==> config.mk <==
export PLATFORM = sky130hd
export DESIGN_NAME = clock_set_ctrl
export DESIGN_NICKNAME = d
export VERILOG_FILES = /design/src/rtl/clock_set_ctrl.sv
export SDC_FILE = /design/constraint.sdc
export NUM_CORES = 1
export LEC_CHECK = 0
export ABC_AREA = 1
export CAP_MARGIN = 20
export CORE_ASPECT_RATIO = 0.7
export CORE_MARGIN = 4
export CORE_UTILIZATION = 65
export CTS_CLUSTER_DIAMETER = 30
export DETAILED_ROUTE_END_ITERATION = 16
export PLACE_DENSITY = 0.82
export SLEW_MARGIN = 20
export SYNTH_ARGS = -nofsm -noshare
export SYNTH_HDL_FRONTEND = slang
export SYNTH_SLANG_ARGS = --single-unit
==> constraint.sdc <==
create_clock -name clk -period 4.54 [get_ports clk]
set_input_delay 1.135 -clock clk [delete_from_list [all_inputs] [get_ports clk]]
set_output_delay 1.135 -clock clk [all_outputs]
set_load 0.05 [all_outputs]
==> src/rtl/clock_set_ctrl.sv <==
// clock_set_ctrl
//   Time-keeping and time-setting controller for the electronic clock.
//   Keeps the live hh:mm:ss counter running from tick_1hz. A set-mode FSM
//   edits a shadow copy of the time, which is then committed to the live
//   counter or discarded. Drives the display mux with the digit values, the
//   selected field and a blink control for that field.
//
//   Optional build macro: CLOCK_SET_TIMEOUT_EN
//     When defined, TIMEOUT_SEC seconds without a key press in a set state
//     abandon the edit (same effect as CANCEL).
//
// Parameters:
//   BLINK_HALF   clk cycles per blink half-period
//   TIMEOUT_SEC  tick_1hz pulses of key inactivity before auto-cancel
//
// Ports:
//   clk           system clock
//   rst_n         asynchronous active-low reset
//   key_pulse     one-cycle key events: [0] MODE [1] INC [2] DEC [3] CANCEL [4] OK
//   tick_1hz      one-cycle enable, once per second
//   disp_hour     hour shown (0..23)
//   disp_min      minute shown (0..59)
//   disp_sec      second shown (0..59)
//   field_sel     0 none, 1 hour, 2 minute, 3 second
//   field_blank   1 = blank the selected field
//   commit_pulse  one-cycle pulse when the shadow time is loaded into live time

module clock_set_ctrl #(
    parameter int unsigned BLINK_HALF  = 25000000,
    parameter int unsigned TIMEOUT_SEC = 10
) (
    input  logic       clk,
    input  logic       rst_n,
    input  logic [4:0] key_pulse,
    input  logic       tick_1hz,
    output logic [4:0] disp_hour,
    output logic [5:0] disp_min,
    output logic [5:0] disp_sec,
    output logic [1:0] field_sel,
    output logic       field_blank,
    output logic       commit_pulse
);

    // State codes double as the field_sel value.
    localparam logic [1:0] ST_RUN  = 2'd0;
    localparam logic [1:0] ST_HOUR = 2'd1;
    localparam logic [1:0] ST_MIN  = 2'd2;
    localparam logic [1:0] ST_SEC  = 2'd3;

    localparam int unsigned BW = (BLINK_HALF > 1) ? $clog2(BLINK_HALF) : 1;
    localparam logic [BW-1:0] BLINK_LAST = BW'(BLINK_HALF - 1);

    logic [1:0]    state, nxt_state;
    logic [4:0]    live_h, live_m_dummy_unused;
    logic [5:0]    live_m, live_s;
    logic [4:0]    sh_h;
    logic [5:0]    sh_m, sh_s;
    logic [BW-1:0] blink_cnt, nxt_blink_cnt;
    logic          nxt_blank;

    logic [4:0]    nxt_live_h, nxt_sh_h, tick_h;
    logic [5:0]    nxt_live_m, nxt_live_s, nxt_sh_m, nxt_sh_s, tick_m, tick_s;
    logic          commit, blink_clear;
    logic          in_set;

    // Fixed key priority: CANCEL > OK > MODE > INC > DEC.
    logic act_cancel, act_ok, act_mode, act_inc, act_dec;
    assign act_cancel = key_pulse[3];
    assign act_ok     = !key_pulse[3] && key_pulse[4];
    assign act_mode   = !key_pulse[3] && !key_pulse[4] && key_pulse[0];
    assign act_inc    = !key_pulse[3] && !key_pulse[4] && !key_pulse[0] && key_pulse[1];
    assign act_dec    = !key_pulse[3] && !key_pulse[4] && !key_pulse[0] && !key_pulse[1]
                        && key_pulse[2];

    assign in_set = (state != ST_RUN);
    assign live_m_dummy_unused = '0;

    function automatic logic [5:0] step_wrap(input logic [5:0] v, input logic [5:0] top,
                                             input logic up);
        if (up)
            return (v == top) ? 6'd0 : v + 6'd1;
        else
            return (v == 6'd0) ? top : v - 6'd1;
    endfunction

    logic [5:0] hour_adj, min_adj, sec_adj;
    assign hour_adj = step_wrap({1'b0, sh_h}, 6'd23, act_inc);
    assign min_adj  = step_wrap(sh_m, 6'd59, act_inc);
    assign sec_adj  = step_wrap(sh_s, 6'd59, act_inc);

`ifdef CLOCK_SET_TIMEOUT_EN
    localparam int unsigned TW = (TIMEOUT_SEC > 1) ? $clog2(TIMEOUT_SEC + 1) : 1;
    localparam logic [TW-1:0] TO_LAST = TW'(TIMEOUT_SEC - 1);
    logic [TW-1:0] to_cnt, nxt_to_cnt;
    logic          timeout_hit;
    assign timeout_hit = tick_1hz && (to_cnt == TO_LAST);
`endif

    // Live counter advanced by one second, with carries.
    always_comb begin
        tick_h = live_h;
        tick_m = live_m;
        tick_s = live_s + 6'd1;
        if (live_s == 6'd59) begin
            tick_s = '0;
            tick_m = live_m + 6'd1;
            if (live_m == 6'd59) begin
                tick_m = '0;
                tick_h = (live_h == 5'd23) ? 5'd0 : live_h + 5'd1;
            end
        end
    end

    always_comb begin
        nxt_state   = state;
        nxt_sh_h    = sh_h;
        nxt_sh_m    = sh_m;
        nxt_sh_s    = sh_s;
        commit      = 1'b0;
        blink_clear = 1'b0;

        if (in_set) begin
            if (act_cancel) begin
                nxt_state = ST_RUN;
            end else if (act_ok) begin
                nxt_state = ST_RUN;
                commit    = 1'b1;
            end else if (act_mode) begin
                blink_clear = 1'b1;
                if (state == ST_SEC) begin
                    nxt_state = ST_RUN;
                    commit    = 1'b1;
                end else begin
                    nxt_state = state + 2'd1;
                end
            end else if (act_inc || act_dec) begin
                blink_clear = 1'b1;
                case (state)
                    ST_HOUR: nxt_sh_h = hour_adj[4:0];
                    ST_MIN:  nxt_sh_m = min_adj;
                    default: nxt_sh_s = sec_adj;
                endcase
`ifdef CLOCK_SET_TIMEOUT_EN
            end else if (timeout_hit) begin
                nxt_state = ST_RUN;
`endif
            end
        end else if (act_mode) begin
            nxt_state   = ST_HOUR;
            nxt_sh_h    = live_h;
            nxt_sh_m    = live_m;
            nxt_sh_s    = live_s;
            blink_clear = 1'b1;
        end

        // Commit overrides a coincident tick.
        if (commit) begin
            nxt_live_h = sh_h;
            nxt_live_m = sh_m;
            nxt_live_s = sh_s;
        end else if (tick_1hz) begin
            nxt_live_h = tick_h;
            nxt_live_m = tick_m;
            nxt_live_s = tick_s;
        end else begin
            nxt_live_h = live_h;
            nxt_live_m = live_m;
            nxt_live_s = live_s;
        end

        if (nxt_state == ST_RUN || blink_clear) begin
            nxt_blink_cnt = '0;
            nxt_blank     = 1'b0;
        end else if (blink_cnt == BLINK_LAST) begin
            nxt_blink_cnt = '0;
            nxt_blank     = !field_blank;
        end else begin
            nxt_blink_cnt = blink_cnt + 1'b1;
            nxt_blank     = field_blank;
        end

`ifdef CLOCK_SET_TIMEOUT_EN
        // Any key in a set state is accepted, so any key restarts the count.
        if (nxt_state == ST_RUN || (|key_pulse))
            nxt_to_cnt = '0;
        else if (tick_1hz)
            nxt_to_cnt = to_cnt + 1'b1;
        else
            nxt_to_cnt = to_cnt;
`endif
    end

    // Outputs are registered from the next-state values so every response
    // is visible right after the edge that consumed the key or tick.
    always_ff @(posedge clk or negedge rst_n) begin
        if (!rst_n) begin
            state        <= ST_RUN;
            live_h       <= '0;
            live_m       <= '0;
            live_s       <= '0;
            sh_h         <= '0;
            sh_m         <= '0;
            sh_s         <= '0;
            blink_cnt    <= '0;
            disp_hour    <= '0;
            disp_min     <= '0;
            disp_sec     <= '0;
            field_sel    <= '0;
            field_blank  <= 1'b0;
            commit_pulse <= 1'b0;
`ifdef CLOCK_SET_TIMEOUT_EN
            to_cnt       <= '0;
`endif
        end else begin
            state        <= nxt_state;
            live_h       <= nxt_live_h;
            live_m       <= nxt_live_m;
            live_s       <= nxt_live_s;
            sh_h         <= nxt_sh_h;
            sh_m         <= nxt_sh_m;
            sh_s         <= nxt_sh_s;
            blink_cnt    <= nxt_blink_cnt;
            disp_hour    <= (nxt_state == ST_RUN) ? nxt_live_h : nxt_sh_h;
            disp_min     <= (nxt_state == ST_RUN) ? nxt_live_m : nxt_sh_m;
            disp_sec     <= (nxt_state == ST_RUN) ? nxt_live_s : nxt_sh_s;
            field_sel    <= nxt_state;
            field_blank  <= nxt_blank;
            commit_pulse <= commit;
`ifdef CLOCK_SET_TIMEOUT_EN
            to_cnt       <= nxt_to_cnt;
`endif
        end
    end

endmodule

==> flow_summary.json <==
{
  "grt_pass1_vias": 4710,
  "dr.first_iter.drc_count": 771,
  "cp.buffers_inverters": 3,
  "skew_ps": 5.39,
  "diodes": 0,
  "status": "completed",
  "fillers": 598,
  "yosysMostFrequentCell": "nand2_1",
  "syn_avg_cell_area_um2": 7.26,
  "critical_path_required_ps": 4790,
  "cp.arrival_ps": 3810,
  "tightest_slew_ps": 675,
  "synth_warnings": 0,
  "fp.dieW_um": 116,
  "cts_tree": "yes",
  "drcViolationCount": 0,
  "place_congestion": 1.04,
  "hpwlAfterDp_um": 10400,
  "numPortBuffers": 28,
  "grt_use_total": 0.311,
  "reg2regPathDepth": 11,
  "crit_path_start_kind": "input pin",
  "post_cts_buffers": 0,
  "p_leak_uw": 0.00278,
  "finalCritPeriodShare": 0.783,
  "fin_util": 0.752,
  "clock-root-buffer": "clkbuf_16",
  "syn-num-nets": 757,
  "firstDrtPassIters": 6,
  "cp.depth": 11,
  "synth_cell_types": 50,
  "netlist.area_leader.share": 0.376,
  "wl_per_cell_um": 17.5,
  "min_period_ps": 3550,
  "antenna_found_initial": 0,
  "worstHoldPathCells": 2,
  "synth_seq_cells": 80,
  "synthArstFlopShare": 1.00,
  "num_vias": 5227,
  "drv_cap": 0,
  "ios": 29,
  "dieArea_um2": 9720,
  "max_freq_ghz": 0.281,
  "synth_area_um2": 5320,
  "grt_overflow": 0,
  "drtAntennaViolNets": 0,
  "core_area_um2": 7910,
  "setup_viol": 0,
  "hp-class": "reg -> reg",
  "cts_resized": 0,
  "yosys.area.top_type": "dfrtp_1",
  "cp_slowest_cell": "clkdlybuf4s50_1",
  "synth_area_leaders": "dfrtp_1, nand2_1, nand3_1",
  "viasPerCell": 6.06,
  "holdBufCountCts": 0,
  "grt_max_degree": 81,
  "criticalPathCategory": "in -> reg",
  "numCtsBuffers": 9,
  "synth_edf_count": 0,
  "drive_above_1_share": 0.0736,
  "totalWireLength_um": 15100,
  "register_area_um2": 2000,
  "area_growth_pct": 11.7,
  "grt_pass1_wl_um": 23700,
  "cp_max_fo": 30,
  "maxSlewViolCount": 0,
  "ys_top_cells_by_count": "nand2_1, nand3_1, dfrtp_1, inv_1, nor2_1",
  "dieHeight_um": 83.7,
  "setup_tns_ps": 0,
  "path_common_cell": "nand2_2",
  "clkTransAtPathRegs_ps": 60,
  "p_per_area_nw_per_um2": 689,
  "multi_input_area_um2": 2860,
  "crit_family": "simple AND/OR/NAND/NOR gates",
  "initial_utilization": 0.673,
  "synthCells": 733,
  "cts.sinks": 80,
  "path_cells": "clkdlybuf4s50_1 -> nor2_4 -> nand2_4 -> clkinv_4 -> o21ai_2 -> o211ai_2 -> nand2_2 -> nand2_2 -> inv_1 -> nand2_2 -> nor2_1",
  "cts_buffer_depth": 2,
  "synthFlopType": "dfrtp_1",
  "slowest_delay_ps": 560,
  "cp-end-kind": "register",
  "row_count": 27,
  "hold_viol": 0,
  "peakVddDrop_mv": 0.567,
  "synth_seq_area_share": 0.376,
  "max_slew_margin": 0.550,
  "clock_latency_ps": 340,
  "cts.htree.levels": 3,
  "rsz0062_at_grt": "no",
  "finalNetCount": 781
}
==> cells by family after synthesis <==
| kind of cell | share of synthesized area |
|---|---|
| flip-flops | 0.376 |
| XOR/XNOR | 0.0412 |
| multiplexers | 0.00212 |
| buffers and inverters | 0.0863 |
| AND/OR/NAND/NOR | 0.362 |
| adder cells (fa/ha/maj) | 0.0376 |
| AO/OA/AOI/OAI | 0.0943 |
==> flip-flops by register name, summed over array words and instances, names as in the netlist <==
name	cells
disp_hour	5
blink_cnt	25
live_s	6
sh_s	6
commit_pulse	1
live_m	6
live_h	5
disp_sec	6
disp_min	6
state	2
sh_h	5
sh_m	6
field_blank	1
==> layer usage <==
layer	GRT usage	wire, µm	vias to the layer above
met5	0	0	-
met4	0.0632	312	0
met3	0.0775	1680	46
met2	0.446	6300	333
met1	0.475	6760	2414
li1	-	-	2434
==> where the power goes <==
group,internal (µW),switching (µW)
Clock,479,289
Sequential,963,280
Combinational,641,1440
Total,2080,2010
==> stage by stage <==
stage | instances | instance area (µm²) | total power, µW | hold WS, ps | setup slack [ps]
2_1_floorplan | 733 | 5320 | 2710 | 475 | 2370
3_3_place_gp | 846 | 5600 | 3170 | 536 | 1020
3_5_place_dp | 846 | 5600 | 3230 | 543 | 813
4_1_cts | 861 | 5910 | 4030 | 577 | 1120
5_1_grt | 862 | 5940 | 4360 | 610 | 811
6_report | 862 | 5940 | 4090 | 576 | 987
==> worst register-to-register path, stage by stage, from the launching register on <==
cell	delay (ps)
dfrtp_1	410
inv_1	140
ha_1	160
buf_4	260
inv_1	370
nand2_1	190
o211ai_2	120
nand2_2	450
nand2_2	380
inv_1	180
nand2_2	170
nor2_1	200
==> final cells by class <==
cell class,instances,share of cell area
multi-input cells,552,0.481
flip-flops and latches,80,0.337
inverters,83,0.0545
repair buffers,31,0.0539
clock buffers,10,0.0385
well taps,101,0.0213
clock inverters,5,0.0137
==> final timing paths <==
kind	from	endpoint	slack, ps
worst max-delay path	key_pulse[3]	blink_cnt[13]$_DFF_PN0_	990
worst min register to register	field_blank$_DFFE_PN0P_	field_blank$_DFFE_PN0P_	580
worst max register to register	state[0]$_DFF_PN0_	blink_cnt[13]$_DFF_PN0_	1420
worst min-delay path	field_blank$_DFFE_PN0P_	field_blank$_DFFE_PN0P_	580
max in group asynchronous	rst_n	live_h[3]$_DFF_PN0_	3270
min in group asynchronous	rst_n	sh_s[1]$_DFF_PN0_	690
==> cells in the final DEF (no fill, tap or decap), drive strengths merged, types with 3 or more instances in the layout <==
cell type      netlist  layout
a21boi               3       3
a21oi               30      30
and2                 3       3
buf                 15       4
clkbuf               3      10
clkdlybuf4s50        0      27
dfrtp               80      80
ha                  16      16
inv                 82      83
nand2              205     205
nand3               87      87
nand4               22      22
nor2                86      86
nor3                17      17
o211ai               3       3
o21ai               40      40
xnor2                3       3
xor2                22      22
Power figures use the tool's default switching activity.
